==> src/rtl/fetch_sequencer.sv <==
// Fetch sequencer: owns the program counter and drives the combinational
// instruction ROM. Each cycle it issues one fetch into the IF/ID register,
// applies hazard freeze and branch redirect there, and lends the single ROM
// read port to a debug/loader requester through a req/ack handshake.
module fetch_sequencer #(
    parameter int unsigned       ADDR_W       = 32,
    parameter logic [ADDR_W-1:0] RESET_PC     = '0,
    parameter int unsigned       PC_STEP      = 4,
    parameter int unsigned       DBG_MAX_WAIT = 4
) (
    input  logic              clk,
    input  logic              rst_n,
    output logic [ADDR_W-1:0] imem_adrs,
    input  logic [31:0]       imem_inst,
    input  logic              freeze,
    input  logic              br_taken,
    input  logic [ADDR_W-1:0] br_addr,
    input  logic              dbg_req,
    input  logic [ADDR_W-1:0] dbg_adrs,
    output logic              dbg_ack,
    output logic [31:0]       dbg_data,
    output logic [ADDR_W-1:0] ifid_pc,
    output logic [31:0]       ifid_inst,
    output logic              ifid_valid
);

    // Wide enough to hold DBG_MAX_WAIT itself (the saturation value).
    localparam int unsigned       CNT_W    = (DBG_MAX_WAIT < 1) ? 1 : $clog2(DBG_MAX_WAIT + 1);
    localparam logic [CNT_W-1:0]  WAIT_MAX = CNT_W'(DBG_MAX_WAIT);
    localparam logic [ADDR_W-1:0] STEP     = ADDR_W'(PC_STEP);

    // ACK lasts exactly one cycle after a debug grant.
    typedef enum logic {
        ST_FETCH = 1'b0,
        ST_ACK   = 1'b1
    } state_t;

    state_t              state_q;
    logic [ADDR_W-1:0]   pc_q;
    logic [ADDR_W-1:0]   ifid_pc_q;
    logic [31:0]         ifid_inst_q;
    logic                ifid_valid_q;
    logic [31:0]         dbg_data_q;
    logic [CNT_W-1:0]    wait_cnt_q;

    logic                grant_d;
    logic [ADDR_W-1:0]   pc_inc_d;

    // Debug owns the ROM port this cycle when the pipeline is frozen anyway
    // (free slot) or the requester has been starved long enough. A branch
    // always keeps the port so the redirect is never lost.
    always_comb begin
        grant_d = (state_q == ST_FETCH) && dbg_req && !br_taken
                  && (freeze || (wait_cnt_q == WAIT_MAX));
    end

    // Sequential successor of the PC; wraps modulo 2^ADDR_W with no flag.
    assign pc_inc_d  = pc_q + STEP;

    assign imem_adrs = grant_d ? dbg_adrs : pc_q;

    assign dbg_ack    = (state_q == ST_ACK);
    assign dbg_data   = dbg_data_q;
    assign ifid_pc    = ifid_pc_q;
    assign ifid_inst  = ifid_inst_q;
    assign ifid_valid = ifid_valid_q;

    // PC, IF/ID register, debug FSM and starvation counter, all updated together.
    always_ff @(posedge clk) begin
        if (!rst_n) begin
            state_q      <= ST_FETCH;
            pc_q         <= RESET_PC;
            ifid_pc_q    <= '0;
            ifid_inst_q  <= '0;
            ifid_valid_q <= 1'b0;
            dbg_data_q   <= '0;
            wait_cnt_q   <= '0;
        end else begin
            // FSM: a grant moves to ACK; ACK always returns to FETCH and
            // never re-grants the still-held request.
            state_q <= grant_d ? ST_ACK : ST_FETCH;

            // Starvation counter only advances on cycles the fetch stream
            // actually used the port instead of the debug requester.
            if (grant_d || !dbg_req) begin
                wait_cnt_q <= '0;
            end else if (!freeze && (wait_cnt_q != WAIT_MAX)) begin
                wait_cnt_q <= wait_cnt_q + CNT_W'(1);
            end

            // Fetch path, priority: branch, debug grant, freeze, sequential.
            if (br_taken) begin
                pc_q         <= br_addr;
                ifid_valid_q <= 1'b0;
            end else if (grant_d) begin
                dbg_data_q <= imem_inst;
                // An unfrozen pipeline lost its fetch slot: insert a bubble.
                if (!freeze) begin
                    ifid_valid_q <= 1'b0;
                end
            end else if (!freeze) begin
                ifid_inst_q  <= imem_inst;
                ifid_pc_q    <= pc_inc_d;
                ifid_valid_q <= 1'b1;
                pc_q         <= pc_inc_d;
            end
        end
    end

endmodule

==> config.mk <==
export PLATFORM = sky130hd
export DESIGN_NAME = fetch_sequencer
export DESIGN_NICKNAME = d
export VERILOG_FILES = /design/src/rtl/fetch_sequencer.sv
export SDC_FILE = /design/constraint.sdc
export NUM_CORES = 1
export LEC_CHECK = 0
export ABC_CLOCK_PERIOD_IN_PS = 3600
export BUFFER_PORTS_ARGS = -buffer_cell sky130_fd_sc_hd__buf_4
export CAP_MARGIN = 15
export CORE_AREA = 2 2 102 129
export CTS_BUF_LIST = sky130_fd_sc_hd__clkbuf_16
export CTS_CLUSTER_SIZE = 16
export DETAILED_ROUTE_END_ITERATION = 8
export DIE_AREA = 0 0 104 131
export PLACE_DENSITY_LB_ADDON = 0.08
export SYNTH_ARGS = -nofsm -noshare
export SYNTH_HDL_FRONTEND = slang
export SYNTH_SLANG_ARGS = --single-unit
==> constraint.sdc <==
create_clock -name clk -period 3.6 [get_ports clk]
set_clock_uncertainty 0.2 [all_clocks]
set_input_delay 1.08 -clock clk [delete_from_list [all_inputs] [get_ports clk]]
set_output_delay 1.08 -clock clk [all_outputs]
set_load 0.05 [all_outputs]
Word level (Yosys, flattened, before mapping)

Cells that the tools add are included.

$add $sub $neg: 2
Eq/ne operators: 4
Mux-type cells: 8
Bitwise logic cells: 5
Reductions and logical operators: 14

Operators with widths:

| kind                                                  | number |
|---|---|
| two-way mux 32 bit                                    | 4 |
| adder 32 x 3 -> 32 bit, second input constant         | 1 |
| inverter 1 bit                                        | 5 |
| logical AND 1 bit                                     | 4 |
| two-way mux 1 bit                                     | 4 |
| AND reduction 2 bit                                   | 2 |
| OR reduction 2 bit                                    | 2 |
| adder 3 x 1 -> 3 bit, second input constant           | 1 |
| == test 3 bit, second input constant                  | 1 |
| logical NOT 1 bit                                     | 3 |
| inequality test 3 bit, second input constant          | 1 |
| AND reduction 3 bit                                   | 1 |
| logical OR 1 bit                                      | 2 |
| inequality test 2 x 1 -> 1 bit, second input constant | 1 |
| inequality test 2 bit, second input constant          | 1 |

Flip-flop bits (word level): 133
Input bits: 101
Output and inout bits: 130
Word-level logic and storage cells: 40

Depth between registers and ports, before layout

Gate-level depths: netlist (run 1).

Depth in word-level cells: 6
Depth in mapped cells: 9
Depth with buffers taken out: 7

Least setup slack after synthesis (run 1)

OpenSTA, ideal clock, no wires.

Kind: input -> output
From: input port freeze
To: output port imem_adrs[6]
Arrival time: 3.122 ns
Data required time: 2.320 ns
Path slack: -0.802 ns
Stages: 6
Cell sequence: buf_2 a21oi_1 nor3_1 buf_2 buf_2 o21ai_0

Word-level cells in the longest chain between the ends: 3

RTL lines:

| what               | line | RTL |
|---|---|---|
| start: declaration | 15   | `input logic freeze,` |
| logical OR 1 bit   | 54   | `&& (freeze \|\| (wait_cnt_q == WAIT_MAX));` |
| logical AND 1 bit  | 54   |  |
| two-way mux 32 bit | 60   | `assign imem_adrs = grant_d ? dbg_adrs : pc_q;` |
| end: declaration   | 13   | `output logic [ADDR_W-1:0] imem_adrs,` |

No other way between the ends.

Worst setup path after layout (run 1)

From: input port br_taken
To: output port imem_adrs[31]

Word-level cells in the longest chain between the ends: 4

RTL lines:

| what               | line | RTL |
|---|---|---|
| start: declaration | 16   | `input logic br_taken,` |
| logical NOT 1 bit  | 53   | `grant_d = (state_q == ST_FETCH) && dbg_req && !br_taken` |
| logical AND 1 bit  | 53   |  |
| logical AND 1 bit  | 54   |  |
| two-way mux 32 bit | 60   |  |

No other way between the ends.

==> qor.yml, run 1 <==
final_area_um2: 8500
dieHeight_um: 131
critPathKind: "in -> out"
hold_path.class: "reg -> reg"
wl_per_cell_um: 15.2
syn-num-nets: 885
async_flop_share_pct: 0
power.density_nw_per_um2: 489
start_util_pct: 47.8
cp_max_fo: 14
ios: 231
yosys.area_share.adder_pct: 0.632
post-route-util_pct: 68.4
synth_area_per_cell_um2: 7.61
gp_congestion: 0.826
final_common_cell: "buf_4"
cap_violations: 0
final_hold_viol_count: 0
vias: 6117
io_buffers: 230
synth_edf_count: 0
synth_cell_types: 40
hold_start: "dbg_data[21]$_SDFFE_PN0P_"
clk_pin_slew_ps: 60
grt_pass1_vias: 5787
firstDrtPassIters: 4
status: "complete, no violations"
synth_cells: 781
r2r_start: "pc_q[9]$_SDFFE_PN0P_"
diodes: 0
fillCellCount: 1071
finalSetupTns_ps: 0
yosysWarnings: 0
dieArea_um2: 13600
vias_per_cell: 5.23
start_kind: "primary input"
final_cell_mix: "buf_4, nand2_1, dfxtp_1, a21oi_1, xor2_1"
synth_mux_area_share_pct: 0.842
cp-end-kind: "output pin"
finalMaxSlewViolations: 0
drive_gt1_share_pct: 32.8
clock_latency_ps: 410
ir_drop_uv: 337
layout.nets: 1093
remaining_drc_errors: 0
grt_pass1_wl_um: 28200
p_leak_nw: 3.70
synthSimpleGateAreaFrac_pct: 26.5
max-slew-margin-rel_pct: 37.9
fin_crit_sh_pct: 98.8
rsz0062_at_grt: "yes"
antenna_found_initial: 0
cp.required_ps: 2320
synth_top_family_by_area: "simple AND/OR/NAND/NOR gates"
post-dp-hpwl_um: 12900
grt-ovfl-total: 0
ff2ff_path_depth: 5
hold_end: "dbg_data[21]$_SDFFE_PN0P_"
core_area_um2: 12400
htreeDepth: 4
rows: 46
routed_wl_um: 17800
r2r_end: "pc_q[31]$_SDFFE_PN0P_"
cts_root_buf: "clkbuf_16"
dr.first_iter.drc_count: 231
arrival_ps: 2280
synth_seq_cells: 133
grt_max_degree: 62
cts_max_path_buffers: 2
ant_nets: 0
timing.final.crit_period_ps: 3560
grt_usage_pct: 25.8
hold_ws_ps: 253
r2r_setup_slack_ps: 1000
hold_depth: 2
ys_seq_area_share_pct: 44.8
synth_top_flop_cell: "dfxtp_1"
syn_area_um2: 5940
worst_slew_pin_slew_ps: 927
synth_compound_area_share_pct: 14.6
synthXorXnorAreaFrac_pct: 7.66
numCtsBuffers: 17
fmax_mhz: 281
setup_viol: 0
die_w_um: 104
place_area_um2: 7880
synthToLayoutAreaGrowth_pct: 43.0
cts_tree: "done"
cts_sinks: 133
-- worst max-delay path, cell delays in order --
cell	delay, ps
buf_4	130
or3_2	530
buf_6	180
nand2_1	120
nand2_2	60
buf_4	180
-- stage by stage --
step	total power [mW]	worst slack, ps	std cells
floorplan	2.13	43.0	781
global placement	2.40	53.3	1138
detailed placement	2.41	33.7	1138
CTS	4.17	22.9	1170
global route	4.30	-15.2	1170
finish	4.15	42.0	1170
-- layout make-up --
cell class	count	area (um2)	share of cell area, %
multi-input cells	582	3100	36.4
clock buffers	17	425	5.01
repair buffers	250	1900	22.4
inverters	5	18.8	0.221
clock inverters	15	181	2.13
flip-flops and latches	133	2660	31.3
well taps	168	210	2.47
-- cells in the mapped netlist, types with 2 or more instances --
cell / number / area [um2]
nor4_1: 3 / 18.8
nand2_1: 257 / 965
a21o_1: 2 / 15.0
xor2_1: 39 / 342
clkbuf_1: 32 / 120
or3_1: 3 / 18.8
nor3_1: 3 / 15.0
buf_4: 2 / 15.0
inv_1: 5 / 18.8
buf_2: 26 / 130
o21ai_0: 31 / 155
a21oi_1: 99 / 495
nor2_1: 38 / 143
o22ai_1: 4 / 25.0
nand3_1: 18 / 90.1
ha_1: 3 / 37.5
mux2i_1: 5 / 50.1
nand4_1: 12 / 75.1
and2_1: 3 / 18.8
nand3_2: 4 / 40.0
o21ai_1: 4 / 20.0
nor3_2: 3 / 30.0
dfxtp_1: 133 / 2660
and3_1: 9 / 56.3
nand2b_1: 2 / 12.5
a31oi_1: 2 / 12.5
a211oi_1: 14 / 105
xnor2_1: 13 / 114
-- cells by family (layout without fill, tap and decap cells) --
family | after synthesis | after routing
AND/OR/NAND/NOR | 362 | 362
AO/OA/AOI/OAI | 160 | 160
flip-flops | 133 | 133
buffers and inverters | 66 | 287
XOR/XNOR | 52 | 52
multiplexers | 5 | 5
adder cells (fa/ha/maj) | 3 | 3
-- worst max-delay path by stage --
stage / from / end / slack, ps
5_1_grt: freeze / imem_adrs[6] / -20
4_1_cts: br_taken / imem_adrs[21] / 20
3_5_place_dp: br_taken / imem_adrs[21] / 30
6_report: br_taken / imem_adrs[31] / 40
3_3_place_gp: br_taken / imem_adrs[12] / 50
2_1_floorplan: freeze / imem_adrs[18] / 40
-- metal layers --
metal	part of all wire, %	routed length (um)	GRT usage [%]
met5	0	0	0
met4	2.6	463	12.2
met3	5.4	969	5.80
met2	53	9440	47.7
met1	39	6960	28.4
-- report_power, final --
group | switching, mW | internal, mW
combinational | 0.496 | 0.269
sequential | 0.0706 | 1.55
clock | 0.676 | 1.10
total | 1.24 | 2.91
-- state kept, by name, indices dropped and copies added (netlist names) --
register,flops
dbg_ack,1
dbg_data,32
ifid_inst,32
ifid_pc,32
ifid_valid,1
pc_q,32
wait_cnt_q,3
-- repair_timing --
item,in CTS,in global routing
gates resized for setup,0,4
endpoints found under the setup margin,0,16
buffers inserted,0,0
hold buffers,0,0
(Power assumes the default switching activity.)
==> run 2, diff against run 1 <==
--- a/config.mk
+++ b/config.mk
@@ -10,6 +10,7 @@
 export CAP_MARGIN = 15
 export CORE_AREA = 2 2 102 129
 export CTS_BUF_LIST = sky130_fd_sc_hd__clkbuf_16
+export CTS_CLUSTER_DIAMETER = 40
 export CTS_CLUSTER_SIZE = 16
 export DETAILED_ROUTE_END_ITERATION = 8
 export DIE_AREA = 0 0 104 131
==> constraint.sdc (replaced) <==
create_clock -name clk -period 3.6 [get_ports clk]
set_clock_uncertainty 0.2 [all_clocks]
set_input_delay 0.72 -clock clk [delete_from_list [all_inputs] [get_ports clk]]
set_output_delay 0.72 -clock clk [all_outputs]
set_load 0.05 [all_outputs]
==> run 2 against run 1 <==
  * Register-to-register slack gained 40 ps
  * Power shrank 0.61%
  * Core utilization shrank 1.2 points
  * Critical path type is now reg -> out
  * Wire length shrank 1.9%
  * Sequential share of layout area grew 0.57 points
  * First-iteration DRC count grew 11%
  * Non-clock buffer count shrank 5
  * Sequential power is essentially flat
  * Via count shrank 2.8%
==> qor.yml, run 2 (synthesis gave the netlist of run 1 again) <==
fin_ws_ps: 212  # +170 ps
final_common_cell: "nand2_1"
numCtsBuffers: 17  # unchanged
final_area_um2: 8350  # -1.8%
ir_drop_uv: 253  # -25%
grt_usage_pct: 25.3  # -0.55 points
worst_slew_pin_slew_ps: 728  # -199 ps
fin_cells: 1165  # -0.43%
cp.required_ps: 2680  # +360 ps
cts_root_buf: "clkbuf_16"
ff2ff_path_depth: 7  # +2
dieHeight_um: 131  # unchanged
place_area_um2: 7740  # -1.7%
grt_max_degree: 45  # -27%
ant_nets: 0  # unchanged
start_kind: "register"
crit_top_cell: "nand2_1"
cpMaxStageDelayCell: "a21oi_1"
finalMaxSlewViolations: 0  # unchanged
finalSetupTns_ps: 0  # unchanged
rows: 46  # unchanged
cap_violations: 0  # unchanged
hold_buffers: 0  # unchanged
fillCellCount: 1131  # +5.6%
vias_per_cell: 5.10  # -2.4%
htreeDepth: 4  # unchanged
top_usage_layer: "met2"
fmax_mhz: 295  # +5.0%
setup_viol: 0  # unchanged
cp_num_buf_inv: 3  # unchanged
grt_pass1_wl_um: 27400  # -3.0%
critPathKind: "reg -> out"
timing.final.crit_period_ps: 3390  # -170 ps
wl_per_cell_um: 15.0  # -1.5%
ios: 231  # unchanged
slowest_delay_ps: 430  # -100 ps
cp-end-kind: "output pin"
cts_tree: "done"
drive_gt1_share_pct: 29.3  # -3.5 points
grt_util_met3_pct: 6.80  # +0.99 points
status: "complete, no violations"
cp_top_family: "simple AND/OR/NAND/NOR gates"
post-dp-hpwl_um: 12300  # -4.6%
hold_path.class: "reg -> reg"
hold_start: "dbg_data[10]$_SDFFE_PN0P_"
firstDrtPassIters: 6  # +2
r2r_end: "ifid_pc[16]$_SDFFE_PN0P_"
layout.nets: 1088  # -0.46%
dp.cells: 1133  # -0.44%
met1_usage_pct: 29.5  # +1.1 points
grt-ovfl-total: 0  # unchanged
io_buffers: 230  # unchanged
remaining_drc_errors: 0  # unchanged
cts_sinks: 133  # unchanged
final_hold_viol_count: 0  # unchanged
cts_max_path_buffers: 2  # unchanged
vias: 5945  # -2.8%
cts.repair.resized: 0  # unchanged
routed_wl_um: 17500  # -1.9%
gp_congestion: 0.810  # -2.0%
start_util_pct: 47.8  # unchanged
post-cts-setup-buffers: 0  # unchanged
grtUsageMet2_pct: 44.7  # -3.0 points
fin_crit_sh_pct: 94.1  # -4.7 points
hold_depth: 2  # unchanged
arrival_ps: 2470  # +190 ps
die_w_um: 104  # unchanged
grt_pass1_vias: 5525  # -4.5%
hold_end: "dbg_data[10]$_SDFFE_PN0P_"
clk_pin_slew_ps: 60  # about the same
hold_ws_ps: 253  # +0.253 ps
synthToLayoutAreaGrowth_pct: 40.5
r2r_setup_slack_ps: 1040  # +40 ps
max-slew-margin-rel_pct: 51.1  # +13 points
place_ws_ps: 402  # +368 ps
core_area_um2: 12400  # unchanged
dieArea_um2: 13600  # unchanged
clock_latency_ps: 420  # about the same
final_cell_mix: "nand2_1, buf_4, dfxtp_1, a21oi_1, xor2_1"
dr.first_iter.drc_count: 257  # +11%
diodes: 0  # unchanged
r2r_start: "wait_cnt_q[0]$_SDFFE_PP0P_"
antenna_found_initial: 0  # unchanged
p_leak_nw: 3.68  # -0.58%
power.density_nw_per_um2: 494  # +1.2%
crit_chain: "inv_1, ha_1, a21oi_1, or3_2, buf_12, nand2_1, nand2_1, buf_4"
cp_max_fo: 20  # +6
worstSetupPathDepth: 8  # +2
rsz0062_at_grt: "no"
-- run 2: changes by cell type in the layout (fill, tap and decap cells not counted), sizes merged --
cell and change:
clkinv +3, buf -5, clkinvlp -1, inv -2
-- run 2: worst max path at each step --
stage,start,to,slack (ps)
3_3_place_gp,freeze,imem_adrs[13],480
3_5_place_dp,freeze,imem_adrs[12],400
4_1_cts,wait_cnt_q[0]$_SDFFE_PP0P_,imem_adrs[12],180
2_1_floorplan,freeze,imem_adrs[6],300
5_1_grt,wait_cnt_q[0]$_SDFFE_PP0P_,imem_adrs[12],0.8
6_report,wait_cnt_q[0]$_SDFFE_PP0P_,imem_adrs[12],210
-- run 2: routing by layer --
layer	routed length [um]	vias to the layer above
met2	8870	184
li1	-	3000
met4	345	0
met5	0	-
met1	7350	2733
met3	937	28
-- run 2: metrics by stage --
stage	utilization [%]	total power, mW
floorplan	-	2.11
global placement	62.3	2.38
detailed placement	62.3	2.39
CTS	67.1	4.16
global route	67.1	4.29
finish	67.1	4.13
-- run 2: power breakdown --
group	switching (mW)	leakage [nW]	total, mW	internal [mW]
Clock	0.677	0.294	1.77	1.09
Combinational	0.486	2.30	0.743	0.257
Sequential	0.0680	1.09	1.61	1.55
-- run 2: area by class of cell --
type                            count  area [um2]  share of cell area, %
Multi-Input combinational cell    582        3000                   35.9
Clock inverter                     15         181                   2.17
Inverter                            5        18.8                  0.225
Sequential cell                   133        2660                   31.9
Timing Repair Buffer              245        1850                   22.2
Clock buffer                       17         425                   5.10
Tap cell                          168         210                   2.52
-- run 2: worst reg2reg max path: stages (launching register included) --
cell	delay [ps]
dfxtp_1	370
inv_1	70
ha_1	200
and4b_1	290
nor2_2	520
nand3_1	490
nor2_1	280
a21o_1	100
